[src/rtl/cpu_pkg.sv]
// Shared CPU definitions: datapath width, the canonical NOP and the
// instruction-fetch state encodings.
package cpu_pkg;

  localparam int XLEN = 32;

  // addi x0, x0, 0
  localparam logic [31:0] NOP_INSTR = 32'h0000_0013;

  typedef enum logic [2:0] {
    FETCH = 3'd0,
    WAIT  = 3'd1,
    OUT   = 3'd2,
    DRAIN = 3'd3,
    HALT  = 3'd4
  } fetch_state_e;

endpackage

[src/rtl/instr_fetch.sv]
// Single-issue instruction fetch: one ROM read in flight at a time, a one-entry
// output register towards decode, and branch/jump redirects from execute.
module instr_fetch #(
  parameter int              XLEN     = cpu_pkg::XLEN,
  parameter logic [XLEN-1:0] RESET_PC = '0
) (
  input  logic            clk,
  input  logic            reset_n,
  output logic            mem_req,
  output logic [XLEN-1:0] mem_addr,
  input  logic            mem_ready,
  input  logic [XLEN-1:0] mem_rdata,
  output logic            if_valid,
  output logic [XLEN-1:0] if_instr,
  output logic [XLEN-1:0] if_pc,
  input  logic            id_ready,
  input  logic            redirect_valid,
  input  logic [XLEN-1:0] redirect_pc,
  output logic            fetch_misaligned
);
  import cpu_pkg::*;

  localparam logic [XLEN-1:0] NOP_W   = XLEN'(NOP_INSTR);
  localparam logic [XLEN-1:0] PC_STEP = XLEN'(4);

  // Handshakes: ROM side holds mem_req/mem_addr until the single mem_ready
  // pulse; decode side holds if_valid/if_instr/if_pc until id_ready is seen
  // high while if_valid is high. A redirect overrides both in any cycle.

  fetch_state_e    state_q, state_d;
  logic [XLEN-1:0] pc_q, pc_d;
  logic            if_valid_q, if_valid_d;
  logic [XLEN-1:0] if_instr_q, if_instr_d;
  logic [XLEN-1:0] if_pc_q, if_pc_d;
  logic            misaligned_q, misaligned_d;
  // A ROM response is still owed for a request abandoned on the way into HALT.
  logic            owe_q, owe_d;
  logic            req_c;
  logic            redirect_bad;
  logic            awaiting_resp;

  assign redirect_bad  = redirect_valid && (redirect_pc[1:0] != 2'b00);
  assign awaiting_resp = !mem_ready &&
                         ((state_q == WAIT) || (state_q == DRAIN) ||
                          ((state_q == HALT) && owe_q));

  always_comb begin
    state_d      = state_q;
    pc_d         = pc_q;
    if_valid_d   = if_valid_q;
    if_instr_d   = if_instr_q;
    if_pc_d      = if_pc_q;
    misaligned_d = misaligned_q;
    owe_d        = owe_q;
    req_c        = 1'b0;

    if (owe_q && mem_ready) begin
      owe_d = 1'b0;
    end

    case (state_q)
      FETCH: begin
        // A same-cycle redirect withholds the request so nothing stale is in flight.
        req_c   = !redirect_valid;
        state_d = WAIT;
      end
      WAIT: begin
        req_c = 1'b1;
        if (mem_ready) begin
          if_instr_d = mem_rdata;
          if_pc_d    = pc_q;
          if_valid_d = 1'b1;
          pc_d       = pc_q + PC_STEP;
          state_d    = OUT;
        end
      end
      OUT: begin
        if (id_ready) begin
          if_valid_d = 1'b0;
          state_d    = FETCH;
        end
      end
      DRAIN: begin
        if (mem_ready) begin
          state_d = FETCH;
        end
      end
      HALT: begin
        state_d = HALT;
      end
      default: begin
        state_d = FETCH;
      end
    endcase

    if (redirect_valid) begin
      pc_d       = redirect_pc;
      if_valid_d = 1'b0;
      if_instr_d = if_instr_q;
      if_pc_d    = if_pc_q;
      if (redirect_bad) begin
        state_d      = HALT;
        misaligned_d = 1'b1;
        owe_d        = awaiting_resp;
      end else begin
        misaligned_d = 1'b0;
        owe_d        = 1'b0;
        state_d      = awaiting_resp ? DRAIN : FETCH;
      end
    end
  end

  always_ff @(posedge clk) begin
    if (!reset_n) begin
      state_q      <= FETCH;
      pc_q         <= RESET_PC;
      if_valid_q   <= 1'b0;
      if_instr_q   <= NOP_W;
      if_pc_q      <= RESET_PC;
      misaligned_q <= 1'b0;
      owe_q        <= 1'b0;
    end else begin
      state_q      <= state_d;
      pc_q         <= pc_d;
      if_valid_q   <= if_valid_d;
      if_instr_q   <= if_instr_d;
      if_pc_q      <= if_pc_d;
      misaligned_q <= misaligned_d;
      owe_q        <= owe_d;
    end
  end

  assign mem_req          = req_c && reset_n;
  assign mem_addr         = pc_q;
  assign if_valid         = if_valid_q;
  assign if_instr         = if_instr_q;
  assign if_pc            = if_pc_q;
  assign fetch_misaligned = misaligned_q;

endmodule

[config.mk]
export PLATFORM = sky130hd
export DESIGN_NAME = instr_fetch
export DESIGN_NICKNAME = d
export VERILOG_FILES = /design/src/rtl/cpu_pkg.sv /design/src/rtl/instr_fetch.sv
export SDC_FILE = /design/constraint.sdc
export NUM_CORES = 1
export LEC_CHECK = 0
export BUFFER_PORTS_ARGS = -buffer_cell sky130_fd_sc_hd__buf_2
export CAP_MARGIN = 20
export CORE_UTILIZATION = 44
export DETAILED_ROUTE_END_ITERATION = 10
export PLACE_DENSITY = 0.78
export RECOVER_POWER = 25
export REMOVE_ABC_BUFFERS = 1
export SYNTH_ARGS = -nofsm -noshare
export SYNTH_HDL_FRONTEND = slang
export SYNTH_SLANG_ARGS = --single-unit
[constraint.sdc]
create_clock -name clk -period 2.2 [get_ports clk]
set_input_delay 0.44 -clock clk [delete_from_list [all_inputs] [get_ports clk]]
set_output_delay 0.44 -clock clk [all_outputs]
set_load 0.01 [all_outputs]
# [Yosys cells after proc, flatten, opt, wreduce, memory -nomap -nowiden]
# Cells that the tools add are included.
# W data, S select, Z words.
[totals] register_bits=102 inputBits=69 output_inout_bits=99 wordCells=57
[op_classes] add_sub_neg=1 eq_ne=9 mux=18 n_bitwise=2 n_reduce_logical=20
[op_table] operator="$mux W32" count=3
[op_table] operator="$add A32 B3 Y32 const B" count=1
[op_table] operator="$mux W3" count=5
[op_table] operator="$pmux W3 S5" count=1
[op_table] operator="$reduce_bool A2 Y1" count=5
[op_table] operator="$ne A3 B3 Y1 const B" count=3
[op_table] operator="$reduce_and A3 Y1" count=3
[op_table] operator="$eq A3 B2 Y1 const B" count=2
[op_table] operator="$mux W1" count=6
[op_table] operator="$logic_and A1 B1 Y1" count=5
[op_table] operator="$ne A2 B2 Y1 const B" count=2
[op_table] operator="$pmux W1 S2" count=2
[op_table] operator="$eq A3 B1 Y1 const B" count=1
[op_table] operator="$eq A3 B3 Y1 const B" count=1
[op_table] operator="$logic_not A3 Y1" count=1
[op_table] operator="$logic_not A1 Y1" count=2
[op_table] operator="$logic_or A1 B1 Y1" count=2
[op_table] operator="$mux W2" count=1
[op_table] operator="$not A1 Y1" count=2
[op_table] operator="$reduce_and A2 Y1" count=1
[op_table] operator="$reduce_or A2 Y1" count=1

# [Longest topological paths before layout]
# Gate-level depths: netlist of the first run.
[depth] word_depth=7 mapped_depth=7 depth_no_buf=5

# [Worst setup path after synthesis of the first run]
# OpenSTA, ideal clock, no wires.
[synth_timing] path_type="reg-to-reg" start="register pc_q[2], in the netlist mem_addr[2]" end="register pc_q[22], in the netlist mem_addr[22]" setup_ps=74 arrival_time_ps=2101 required_ps=2126 slack_ps=25 stages_incl_launch_ff=7 path_buffers=1 synth_period_minus_slack_ps=2175 cell_sequence="dfxtp_1 -> ha_1 -> nand4_1 -> or4_1 -> buf_2 -> or4_1 -> a31oi_1"
[synth_via] elab_chain_len=4
[synth_rtl] element="from (decl)" line_no="instr_fetch.sv:31" rtl="logic [XLEN-1:0] pc_q, pc_d;"
[synth_rtl] element="from (signal assigned)" line_no="instr_fetch.sv:124" rtl="pc_q <= pc_d;"
[synth_rtl] element="$add A32 B3 Y32" line_no="instr_fetch.sv:73" rtl="pc_d = pc_q + PC_STEP;"
[synth_rtl] element="$mux W32" line_no="instr_fetch.sv:69" rtl="if (mem_ready) begin"
[synth_rtl] element="$mux W32" line_no="instr_fetch.sv:61" rtl="case (state_q)"
[synth_rtl] element="$mux W32" line_no="instr_fetch.sv:96" rtl="if (redirect_valid) begin"
# Every way passes these cells. The select of a mux whose other input is x is not followed.
# A chain may end at the register's enable or synchronous reset.

# [Worst setup path after layout of the first run]
[layout_timing] start="register pc_q[3], in the netlist mem_addr[3]" end="register pc_q[22], in the netlist mem_addr[22]"
# Same word-level chain as after synthesis.

==> flow_summary.yaml, run 1 <==
global_route:
  overflow: 0
  grt_pass1_wl_mm: 19.77
  grt_usage: 0.2416
  first_global_vias: 4194
  antenna_found_initial: 0
  grt_start_max_net_pins: 77
worst_setup_path:
  end_kind: "flop"
  cp_num_cells: 5
  crit_chain: "ha_1 > nand4_1 > or4_4 > or4_1 > a31oi_1"
  cpPeakStageDelay_ns: 0.61
  r2r_setup_slack_ns: 0.17
  required_ns: 2.50
  crit_path_top_delay_cell: "or4_4"
  worstReg2RegEnd: "mem_addr[22]"
  timing.rr.start: "mem_addr[3]"
  crit_arrival_ns: 2.34
  cp-start-kind: "flop"
  crit_buf_inv: 0
  crit_type: "reg2reg"
  worst_r2r_path_depth: 5
  cp_top_family: "simple AND/OR/NAND/NOR gates"
  crit_fanout: 8
finish:
  final_common_cell: "nand2_1"
  fillers: 945
  final_cells: 867
  multiInputGateArea_um2: 2176
  nets: 799
  register_area_um2: 2042
  area_growth_pct: 29.69
  diodes: 0
  layout_common_cells: "nand2_1 (152), buf_2 (121), dfxtp_1 (102)"
  drive_gt1_frac: 0.2425
timing:
  post-route-period-util: 0.9238
  max_slew.worst_pin.slew_ns: 1.568
  setup_violations: 0
  skew_ns: 0.01151
  maxSlewHeadroom: -0.04565
  hold_viol: 0
  fmaxAchievable_ghz: 0.4920
  tns_ns: 0
  fin_crit_ns: 2.032
  rsz0062_at_grt: "false"
  finalMaxSlewViolations: 77
job:
  maxCapViolCount: 1
routing:
  wl_mm: 12.67
  drt_iter0_drc: 205
  wire_per_inst_um: 14.61
  antenna_left: 0
  drc: 0
  vias: 4648
  routed_via_density: 5.361
  firstDrtPassIters: 4
clock_network:
  cts-root-buf: "clkbuf_8"
  ctsResizeCount: 0
  clock_sinks: 102
  worstSkewPairLatency_ns: 0.37
  tritoncts: "yes"
  hold_buffers: 0
  path_clk_slew_ns: 0.10
  cts_buffers: 9
  post_cts_buffers: 0
  ctsLongestPathBuffers: 2
  h-tree-depth: 3
yosys:
  syn_inst: 560
  synth_seq_cells: 102
  ys_top_cells_by_area: "dfxtp_1 (46%), nand2_1 (13%), a21oi_1 (8.1%)"
  yosys_warnings: 0
  synthFlopType: "dfxtp_1"
  syn_area_per_cell_um2: 7.856
  synth_area_um2: 4399
  synth_cell_types: 52
  async_flop_share: 0
  synth_edf_count: 0
  yosys.area.top_type: "dfxtp_1"
  ys_seq_area_frac: 0.4642
  synth_top_area_frac: 0.4642
worst_hold_path:
  hp-start: "mem_rdata[4]"
  hold_path_depth: 3
  min_path_type: "in2reg"
  worst_hold_path.endpoint: "if_instr[4]"
floorplanning:
  die_w_um: 102.0
  start_util: 0.4522
  core_area_um2: 9729
  rows: 36
  die_area_um2: 10400
  die_y_um: 102.0
  io_pins: 168
placement:
  place_congestion: 0.8685
  port_buffers: 167
  post-dp-hpwl_mm: 8.979
  placed_cells: 851
run_status:
  violations: "max-capacitance violations, max-slew violations"
  status: "finished, violations left"
pwr:
  peakVddDrop_v: 0.0003490
  p_leak_nw: 2.219
  p_total_mw: 3.880
  power.density_nw_per_um2: 680.1
[how the worst max path moves through the flow]
| stage | from | endpoint | slack, ns |
|---|---|---|---|
| floorplan | redirect_valid | if_instr[10] | -1.25 |
| global placement | mem_addr[2] | mem_addr[22] | 0.19 |
| finish | mem_addr[3] | mem_addr[22] | 0.17 |
| global route | mem_addr[3] | mem_addr[22] | 0.06 |
| detailed placement | mem_addr[3] | mem_addr[22] | 0.09 |
| CTS | mem_addr[3] | mem_addr[22] | 0.06 |
[cell families (layout without fill, tap and decap cells)]
logic type,Yosys count,in the layout,share of synthesized area
flip-flops,102,102,0.4642
multiplexers,3,3,0.006826
XOR/XNOR,9,9,0.01792
AND/OR/NAND/NOR,258,258,0.2793
buffers and inverters,50,224,0.04579
adder cells (fa/ha/maj),1,1,0.002844
AO/OA/AOI/OAI,137,137,0.1832
[state kept, by name, indices dropped and copies added, names as in the netlist]
register / count
if_valid: 1
if_pc: 32
fetch_misaligned: 1
if_instr: 32
mem_addr: 32
owe_q: 1
state_q: 3
[tightest hold or removal path: stages]
cell and delay [ns]:
buf_2 0.08, nand2_1 0.04, nand3_1 0.06
[cell usage after synthesis, drive strengths merged, types with 2 or more instances]
cell type and instances:
nor4 15, clkbuf 30, o21a 2, nand4 13, o31ai 4, dfxtp 102
or4 7, and3 3, nor2b 5, o311a 2, or3 5, buf 12
inv 8, o211ai 3, o21ai 24, a31oi 10, a2111oi 2, xnor2 5
mux2i 3, xor2 4, and2 3, nor3 9, a311oi 3, nand3b 2
nor2 14, a21oi 71, nand2 152, a211oi 6, nand3 16, nor4bb 2
and4 6
[layout make-up]
type,instances,share of cell area
flip-flops and latches,102,0.3579
clock inverters,5,0.01820
multi-input cells,408,0.3814
well taps,133,0.02917
clock buffers,11,0.02654
repair buffers,200,0.1816
inverters,8,0.005263
[where the power goes]
part / leakage [nW] / switching [mW] / internal [mW]
logic: 1.26 / 0.250 / 0.186
registers: 0.831 / 0.0629 / 1.91
clock network: 0.130 / 0.653 / 0.820
[layer usage]
metal  up-vias  wire length [um]  track usage  part of all wire
met3        18               915      0.05267             0.072
li1       2309                 -            -                 -
met5         -                 0            0                 0
met4         0               197      0.08242             0.016
met1      2134              5530       0.3025              0.44
met2       187              6024       0.4109              0.48
[metrics by stage]
stage | hold WS, ns | area (um^2) | utilization | setup slack (ns)
after floorplan | 0.4805 | 4228 | - | -1.255
after global placement | 0.4385 | 5503 | 0.5656 | 0.1909
after detailed placement | 0.4444 | 5503 | 0.5656 | 0.09037
after CTS | 0.2622 | 5758 | 0.5918 | 0.06274
after global routing | 0.2743 | 5705 | 0.5864 | 0.05793
final | 0.2742 | 5705 | 0.5864 | 0.1676
(Power assumes the default switching activity.)
==> inputs of run 2 (changes only) <==
Settings changed: CORE_UTILIZATION 44 to 49, PLACE_DENSITY 0.78 to 0.82.
Clock period 2.2 ns to 1.9 ns, I/O delays scaled along.
==> flow_summary.yaml, run 2 (synthesis results as in run 1) <==
clock_network:
  tritoncts: "yes"
  clock_sinks: 102
  worstSkewPairLatency_ns: 0.37
  cts_buffers: 9
  ctsLongestPathBuffers: 2
  path_clk_slew_ns: 0.10
  cts-root-buf: "clkbuf_8"
  h-tree-depth: 3
job:
  maxCapViolCount: 0
global_route:
  grt_start_max_net_pins: 77
  first_global_vias: 4504
  antenna_found_initial: 0
  overflow: 0
  grt_usage: 0.2662
  grt_pass1_wl_mm: 20.56
finish:
  final_common_cell: "nand2_1"
  diodes: 0
  area_growth_pct: 33.82
  drive_gt1_frac: 0.2821
  layout_common_cells: "nand2_1 (152), buf_2 (123), dfxtp_1 (98)"
  nets: 820
  fillers: 781
  final_cells: 863
worst_hold_path:
  min_path_type: "in2reg"
placement:
  post-dp-hpwl_mm: 8.792
  place_congestion: 0.8941
  dp_slack_ns: -0.1150
  placed_cells: 845
  port_buffers: 167
run_status:
  violations: "negative setup slack"
  status: "finished, violations left"
worst_setup_path:
  end_kind: "flop"
  required_ns: 2.16
  crit_type: "reg2reg"
  cp-start-kind: "flop"
  crit_arrival_ns: 2.17
  crit_fanout: 7
pwr:
  p_sw_frac: 0.2798
  p_comb_frac: 0.135
  p_leak_nw: 2.307
  p_int_mw: 2.997
  sequentialPowerShare: 0.547
  clkPwrFrac: 0.317
  power.density_nw_per_um2: 707.0
  peakVddDrop_v: 0.0003520
  p_switching_mw: 1.165
routing:
  wire_per_inst_um: 14.84
  routed_via_density: 5.553
  vias: 4792
  firstDrtPassIters: 5
  drc: 0
  antenna_left: 0
  wl_mm: 12.81
  drt_iter0_drc: 209
timing:
  hold_viol: 0
  fin_ws_ns: -0.01196
  rsz0062_at_grt: "true"
  max_slew.worst_pin.slew_ns: 1.418
  fmaxAchievable_ghz: 0.5230
  finalMaxSlewViolations: 0
  maxSlewHeadroom: 0.05437
  post-route-period-util: 1.006
  skew_ns: 0.01958
  setup_violations: 1
  fin_crit_ns: 1.912
floorplanning:
  die_area_um2: 9361
  rows: 34
  start_util: 0.5044
  io_pins: 168
  die_y_um: 96.75
  die_w_um: 96.75
  core_area_um2: 8721
[run 2: cell types whose count changed in the layout (fill, tap and decap cells not counted), sizes merged]
cell / previous run / this run
buf: 153 / 176
bufinv: 3 / 0
clkbuf: 58 / 55
clkinv: 1 / 2
clkinvlp: 0 / 2
inv: 9 / 10
[run 2: metal layers]
metal,vias up,global-route usage,routed length (um)
li1,2353,-,-
met1,2211,0.3465,5608
met2,207,0.4458,6112
met3,21,0.03829,866
met4,0,0.1022,218
met5,-,0,0
[run 2: repair_timing]
| item | 4_1_cts | 5_1_grt |
|---|---|---|
| setup endpoints to repair | 5 | 9 |
| gates resized for setup | 6 | 13 |
| hold buffers | 0 | 0 |
| pin swaps | 4 | 2 |
| setup buffers | 0 | 2 |
[run 2: through the flow]
stage	setup TNS, ns	power (mW)	instance area, um^2	hold slack [ns]	util
after global routing	-0.1086	4.361	5887	0.2209	0.6750
after global placement	-0.1801	2.850	5664	0.4379	0.6495
after CTS	-0.03243	4.191	5876	0.2024	0.6737
after floorplan	-103.91	2.554	4228	0.4518	-
final	-0.01196	4.162	5887	0.2186	0.6750
after detailed placement	-0.3999	2.868	5664	0.4433	0.6495
[run 2: final timing paths]
kind	from	endpoint	slack, ns	cells after the start
worst max-delay path	mem_addr[2]	mem_addr[24]	-0.01	5
worst min-delay path	mem_rdata[0]	if_instr[0]	0.22	3
worst max register to register	mem_addr[2]	mem_addr[24]	-0.01	5
worst min register to register	if_instr[15]	if_instr[15]	0.46	2
[run 2: layout make-up]
class,count,area (um^2),area share
Tap cell,108,135.1,0.02295
Timing Repair Buffer,221,1236,0.2100
Clock buffer,10,137.6,0.02338
Inverter,8,30.03,0.005101
Multi-Input combinational cell,408,2246,0.3815
Sequential cell,102,2047,0.3477
Clock inverter,6,55.05,0.009352
[run 2: worst max-delay path, stage by stage, from the launching register on]
cell and delay [ns]:
dfxtp_2 0.37, ha_4 0.14, nand4_1 0.10, or4_4 0.59, or3_1 0.37, a211oi_1 0.25
[run 2: power by group through the flow]
stage / logic (mW) / clock network [mW] / registers [mW]
CTS: 0.552 / 1.37 / 2.27
floorplan: 0.185 / 0 / 2.37
finish: 0.564 / 1.32 / 2.28
detailed placement: 0.548 / 0 / 2.32
global placement: 0.534 / 0 / 2.32
global route: 0.618 / 1.45 / 2.29
